<file path="config.mk">
export PLATFORM = sky130hd
export DESIGN_NAME = irq_pad_ctrl
export DESIGN_NICKNAME = d
export VERILOG_FILES = /design/src/rtl/irq_pad_ctrl.sv
export SDC_FILE = /design/constraint.sdc
export NUM_CORES = 1
export LEC_CHECK = 0
export CAP_MARGIN = 10
export CELL_PAD_IN_SITES_DETAIL_PLACEMENT = 1
export CELL_PAD_IN_SITES_GLOBAL_PLACEMENT = 1
export CORE_MARGIN = 2
export CORE_UTILIZATION = 40
export DETAILED_ROUTE_END_ITERATION = 10
export PLACE_DENSITY_LB_ADDON = 0.3
export SYNTH_ARGS = -nofsm -noshare
export SYNTH_HDL_FRONTEND = slang
export SYNTH_SLANG_ARGS = --single-unit
export TNS_END_PERCENT = 5
</file>
<file path="constraint.sdc">
create_clock -name clk -period 4.6 [get_ports clk]
set_input_delay 0.69 -clock clk [delete_from_list [all_inputs] [get_ports clk]]
set_output_delay 0.69 -clock clk [all_outputs]
set_load 0.01 [all_outputs]
</file>
<file path="src/rtl/irq_pad_ctrl.sv">
// irq_pad_ctrl: interrupt controller between the IRQ/EOI GPIO pads and the SOC core.
// Synchronises raw pad levels, tracks pending/in-service state per channel, presents
// the lowest eligible id over a valid/ready port and drives fixed-width EOI pulses.
module irq_pad_ctrl #(
  parameter int unsigned N_IRQ       = 16,
  parameter int unsigned SYNC_STAGES = 2,
  parameter int unsigned EOI_PULSE   = 4,
  parameter int unsigned ID_W        = (N_IRQ > 1) ? $clog2(N_IRQ) : 1
) (
  input  logic             clk,
  input  logic             rst,
  input  logic [N_IRQ-1:0] irq_pad_in,
  output logic [N_IRQ-1:0] eoi_pad_out,
  input  logic [N_IRQ-1:0] cfg_edge,
  input  logic [N_IRQ-1:0] cfg_mask,
  output logic             irq_valid,
  output logic [ID_W-1:0]  irq_id,
  input  logic             irq_ready,
  input  logic             eoi_valid,
  input  logic [ID_W-1:0]  eoi_id,
  output logic             eoi_ready,
  output logic [N_IRQ-1:0] pending
);

  // Counter holds EOI_PULSE-1 down to 0.
  localparam int unsigned CNT_W = (EOI_PULSE > 1) ? $clog2(EOI_PULSE) : 1;

  localparam logic [0:0] PRES_IDLE = 1'b0;
  localparam logic [0:0] PRES_BUSY = 1'b1;
  localparam logic [0:0] EOI_IDLE  = 1'b0;
  localparam logic [0:0] EOI_PULSE_ST = 1'b1;

  // Decode a channel id into a one-hot vector; out-of-range ids decode to zero.
  function automatic logic [N_IRQ-1:0] id_to_vec(input logic [ID_W-1:0] id);
    logic [N_IRQ-1:0] v;
    v = '0;
    for (int unsigned i = 0; i < N_IRQ; i++) begin
      if (id == ID_W'(i)) v[i] = 1'b1;
    end
    return v;
  endfunction

  logic [N_IRQ-1:0] sync_q [SYNC_STAGES];
  logic [N_IRQ-1:0] s;
  logic [N_IRQ-1:0] s_prev_q;
  logic [N_IRQ-1:0] rise;

  logic [N_IRQ-1:0] pending_q, pending_d;
  logic [N_IRQ-1:0] in_service_q, in_service_d;
  logic [N_IRQ-1:0] eligible;
  logic             any_eligible;
  logic [ID_W-1:0]  low_id;

  logic [0:0]       pres_state_q, pres_state_d;
  logic [ID_W-1:0]  irq_id_q, irq_id_d;
  logic             irq_hs;
  logic [N_IRQ-1:0] irq_vec;

  logic [0:0]       eoi_state_q, eoi_state_d;
  logic [ID_W-1:0]  eoi_sel_q, eoi_sel_d;
  logic [CNT_W-1:0] eoi_cnt_q, eoi_cnt_d;
  logic [N_IRQ-1:0] eoi_pad_q, eoi_pad_d;
  logic [N_IRQ-1:0] eoi_vec;
  logic             eoi_hit;

  // Pad synchroniser chain plus one cycle of history for edge detection.
  always_ff @(posedge clk or posedge rst) begin
    if (rst) begin
      for (int unsigned k = 0; k < SYNC_STAGES; k++) sync_q[k] <= '0;
      s_prev_q <= '0;
    end else begin
      sync_q[0] <= irq_pad_in;
      for (int unsigned k = 1; k < SYNC_STAGES; k++) sync_q[k] <= sync_q[k-1];
      s_prev_q <= s;
    end
  end

  assign s    = sync_q[SYNC_STAGES-1];
  assign rise = s & ~s_prev_q;

  assign irq_valid = (pres_state_q == PRES_BUSY);
  assign irq_id    = irq_id_q;
  assign eoi_ready = (eoi_state_q == EOI_IDLE);
  assign eoi_pad_out = eoi_pad_q;
  assign pending   = pending_q;

  assign irq_hs   = irq_valid & irq_ready;
  assign irq_vec  = irq_hs ? id_to_vec(irq_id_q) : '0;
  assign eoi_vec  = id_to_vec(eoi_id);
  // EOI for a channel not in service is accepted but has no effect.
  assign eoi_hit  = eoi_valid & eoi_ready & (|(eoi_vec & in_service_q));
  assign eligible = pending_q & cfg_mask & ~in_service_q;

  // Lowest-numbered eligible channel.
  always_comb begin
    low_id       = '0;
    any_eligible = |eligible;
    for (int i = int'(N_IRQ) - 1; i >= 0; i--) begin
      if (eligible[i]) low_id = ID_W'(i);
    end
  end

  // Pending and in-service next state; a new set wins over a same-cycle clear.
  always_comb begin
    pending_d = pending_q & ~irq_vec;
    // Level channels do not re-pend in the cycle they are accepted.
    pending_d = pending_d | (rise & cfg_edge) | (s & ~cfg_edge & ~in_service_q & ~irq_vec);
    in_service_d = in_service_q;
    if (eoi_hit) in_service_d = in_service_d & ~eoi_vec;
    in_service_d = in_service_d | irq_vec;
  end

  // Presentation FSM: latch an id and hold it stable until the handshake.
  always_comb begin
    pres_state_d = pres_state_q;
    irq_id_d     = irq_id_q;
    case (pres_state_q)
      PRES_IDLE: begin
        if (any_eligible) begin
          pres_state_d = PRES_BUSY;
          irq_id_d     = low_id;
        end
      end
      PRES_BUSY: begin
        if (irq_hs) pres_state_d = PRES_IDLE;
      end
      default: pres_state_d = PRES_IDLE;
    endcase
  end

  // EOI FSM: one pulse of EOI_PULSE cycles on the completed channel's pad.
  always_comb begin
    eoi_state_d = eoi_state_q;
    eoi_sel_d   = eoi_sel_q;
    eoi_cnt_d   = eoi_cnt_q;
    case (eoi_state_q)
      EOI_IDLE: begin
        if (eoi_hit) begin
          eoi_state_d = EOI_PULSE_ST;
          eoi_sel_d   = eoi_id;
          eoi_cnt_d   = CNT_W'(EOI_PULSE - 1);
        end
      end
      EOI_PULSE_ST: begin
        if (eoi_cnt_q == '0) eoi_state_d = EOI_IDLE;
        else                 eoi_cnt_d   = eoi_cnt_q - CNT_W'(1);
      end
      default: eoi_state_d = EOI_IDLE;
    endcase
    // Pad drive is registered so the pads never see decode glitches.
    eoi_pad_d = (eoi_state_d == EOI_PULSE_ST) ? id_to_vec(eoi_sel_d) : '0;
  end

  // Controller state registers.
  always_ff @(posedge clk or posedge rst) begin
    if (rst) begin
      pending_q    <= '0;
      in_service_q <= '0;
      pres_state_q <= PRES_IDLE;
      irq_id_q     <= '0;
      eoi_state_q  <= EOI_IDLE;
      eoi_sel_q    <= '0;
      eoi_cnt_q    <= '0;
      eoi_pad_q    <= '0;
    end else begin
      pending_q    <= pending_d;
      in_service_q <= in_service_d;
      pres_state_q <= pres_state_d;
      irq_id_q     <= irq_id_d;
      eoi_state_q  <= eoi_state_d;
      eoi_sel_q    <= eoi_sel_d;
      eoi_cnt_q    <= eoi_cnt_d;
      eoi_pad_q    <= eoi_pad_d;
    end
  end

endmodule

</file>
==> impl_metrics.toml <==
[global_routing]
gr-usage-all-layers_pct = 23.2
grt_max_degree = 48
grt-ovfl-total = 0
first_global_vias = 4099
grt_pass1_wl_microns = 22300
antenna_found_initial = 0

[detailed_routing]
vias = 3801
drc = 0
ant_nets = 0
routed_via_density = 5.73
wl_microns = 13900
avgRoutedWirePerCell_microns = 20.9
drt_iter0_markers = 220
first_pass_iters = 4

[clocking]
clk_pin_slew_ps = 70
cts_root_buf = "clkbuf_16"
htree_levels = 3
cts_tree = "built"
clk_latency_ps = 350
cts_resized = 0
cts.sinks = 108
ctsHoldBuffers = 0
cts_buffer_depth = 2
cts_inserted_buffers = 9
post_cts_buffers = 0

[setup_path]
arrival_ps = 3390
path_delay_family = "buffers and inverters"
cp_max_fo = 22
cp_cell_sequence = "clkdlybuf4s50_1 -> nand3b_1 -> a21boi_1 -> or4_4 -> o21ai_2 -> mux2_2"
max_stage_delay_ps = 940
end_kind = "flip-flop"
critical-path-slowest-cell = "clkdlybuf4s50_1"
cp.required_ps = 4840
path_buf_inv = 1
r2r_setup_slack_ps = 2340
worstSetupStartpoint = "eoi_id[3]"
r2r-start = "in_service_q[9]$_DFF_PP0_"
cp-start-kind = "primary input"
path_class = "primary input to flip-flop"

[sta]
fin_setup_tns_ps = 0
finClkSkew_ps = 8.34
finalHoldViolations = 0
layout_setup_ws_ps = 1450
layout_min_cycle_time_ps = 3150
rsz0062_at_grt = "false"
relSlewSlack_pct = 47.2
drv_slew = 0
max_slew.worst_pin.slew_ps = 784
fin_crit_sh_pct = 68.6
finalSetupViolations = 0
fmax_mhz = 317

[cells_and_area]
diodes = 0
drive_gt1_share_pct = 5.58
area_growth_pct = 29.7
filler_cell_count = 1242
finalNetCount = 574

[placed_design]
globalplace.congestion = 0.875
dp_hpwl_microns = 10300
preCtsSetupSlack_ps = 1110
place.port_buffers = 93

[die]
die_area_sq_um = 12400
coreArea_sq_um = 11400
start_util_pct = 40.7
die_h_microns = 112
ios = 94
rows = 39
die_w_microns = 112

[synthesis]
syn_area_sq_um = 4630
syn_nets = 480
async_flop_share_pct = 100
syn_area_per_cell_sq_um = 10.9
yosysWarnings = 0
synthFlopType = "dfrtp_1"
synth-edff-count = 0
synth_seq_area_share_pct = 58.4
ys_types = 56
syn_inst = 423
ys_ff_latch = 108

[status]
status = "finished, final reports clean"

[power]
power.density_nw_per_um2 = 568
leakage_uw = 0.00251
ir_drop_mv = 0.441

[flow_run]
cap_violations = 0

[worst_hold_path]
hold_class = "flip-flop to flip-flop"
min-delay-start = "sync_q[22]$_DFF_PP0_"
power breakdown:
| group | internal, uW | leakage (uW) | switching [uW] |
|---|---|---|---|
| registers | 1160 | 0.00125 | 280 |
| logic | 530 | 0.00111 | 577 |
| clock network | 525 | 0.000157 | 341 |
| total | 2220 | 0.00251 | 1200 |
cells by family (layout without fill, tap and decap cells):
| family | after synthesis | after routing | share of synthesized area, % |
|---|---|---|---|
| and+or+nand+nor | 170 | 170 | 19.5 |
| DFF | 108 | 108 | 58.4 |
| AOI/OAI and AO/OA | 100 | 100 | 15.9 |
| buffers and inverters | 34 | 131 | 3.57 |
| muxes | 10 | 10 | 2.35 |
| adders and majority gates | 1 | 1 | 0.270 |
sequential cells by signal, summed over array words and instances (netlist names), 2 cells and up:
| signal | cells |
|---|---|
| eoi_pad_out | 16 |
| in_service_q | 16 |
| irq_id | 4 |
| pending | 16 |
| s_prev_q | 16 |
| eoi_sel_q | 4 |
| s | 16 |
| eoi_cnt_q | 2 |
| sync_q | 16 |
area by class of cell:
type | count | area, sq um | area share (%)
timing repair buffer | 96 | 953 | 15.9
sequential | 108 | 2700 | 45.0
clock buffer | 9 | 225 | 3.75
clock inverter | 5 | 103 | 1.71
multi-input combinational | 281 | 1760 | 29.3
inverter | 21 | 81.3 | 1.35
tap | 143 | 179 | 2.98
Yosys cell counts (2+ instances only):
library cell | instances | area [sq um]
dfrtp_1 | 108 | 2700
nor2_1 | 45 | 169
nand2_1 | 30 | 113
inv_1 | 21 | 78.8
o21ai_0 | 18 | 90.1
nand2b_1 | 15 | 93.8
nor3_1 | 15 | 75.1
a22o_1 | 12 | 105
nand3b_1 | 12 | 90.1
nor2b_1 | 11 | 68.8
a21oi_1 | 10 | 50.1
a31oi_1 | 10 | 62.6
nand3_1 | 10 | 50.1
o31ai_1 | 9 | 67.6
and3b_1 | 8 | 70.1
a41oi_1 | 7 | 61.3
mux2_2 | 6 | 67.6
a32o_1 | 5 | 50.1
clkbuf_1 | 4 | 15.0
nor4_1 | 4 | 25.0
and2_1 | 3 | 18.8
buf_2 | 3 | 15.0
buf_4 | 3 | 22.5
buf_6 | 3 | 33.8
mux2i_1 | 3 | 30.0
nand4_1 | 3 | 18.8
o211ai_1 | 3 | 22.5
o22ai_1 | 3 | 18.8
or3_1 | 3 | 18.8
a211oi_1 | 2 | 15.0
a21boi_1 | 2 | 15.0
a22oi_1 | 2 | 15.0
a2bb2oi_1 | 2 | 17.5
and3_1 | 2 | 12.5
nor4bb_1 | 2 | 20.0
o2bb2ai_1 | 2 | 17.5
o31a_1 | 2 | 17.5
o32ai_1 | 2 | 17.5
metrics by stage:
stage	utilization, %	instances	instance area (sq um)	hold WS (ps)	total power (uW)
4_1_cts	52.8	663	6000	354	3430
2_1_floorplan	-	423	4630	331	2020
5_1_grt	52.8	663	6000	355	3590
6_report	52.8	663	6000	351	3410
3_3_place_gp	49.9	649	5680	332	2490
3_5_place_dp	49.9	649	5680	338	2540
metal layers:
| layer | GRT usage [%] | wire length (microns) | up-vias |
|---|---|---|---|
| met3 | 4.19 | 540 | 24 |
| met1 | 30.3 | 6130 | 1952 |
| met5 | 0 | 0 | - |
| met2 | 39.3 | 6930 | 106 |
| li1 | - | - | 1719 |
| met4 | 7.90 | 282 | 0 |
cells in the final DEF, fill, tap and decap left out, types with 4 or more instances in the layout:
cell	synthesis	final
nor2b_1	11	11
mux2_2	6	6
a41oi_1	7	7
o31ai_1	9	9
a32o_1	5	5
nor3_1	15	15
nand2_1	30	30
a31oi_1	10	10
nor4_1	4	4
clkbuf_16	0	9
nor2_1	45	45
a22o_1	12	12
clkdlybuf4s50_1	0	93
inv_1	21	20
and3b_1	8	8
nand2b_1	15	15
a21oi_1	10	10
o21ai_0	18	18
nand3b_1	12	12
dfrtp_1	108	108
nand3_1	10	10
worst paths after layout:
| check | endpoint | cells after the start |
|---|---|---|
| hold reg to reg | s[6]$_DFF_PP0_ | 0 |
| setup / recovery | eoi_sel_q[3]$_DFF_PP0_ | 6 |
| min in group asynchronous | sync_q[27]$_DFF_PP0_ | 2 |
| hold / removal | s[6]$_DFF_PP0_ | 0 |
| setup reg to reg | eoi_sel_q[3]$_DFF_PP0_ | 5 |
| max in group asynchronous | s[2]$_DFF_PP0_ | 3 |
(Power assumes the default switching activity.)
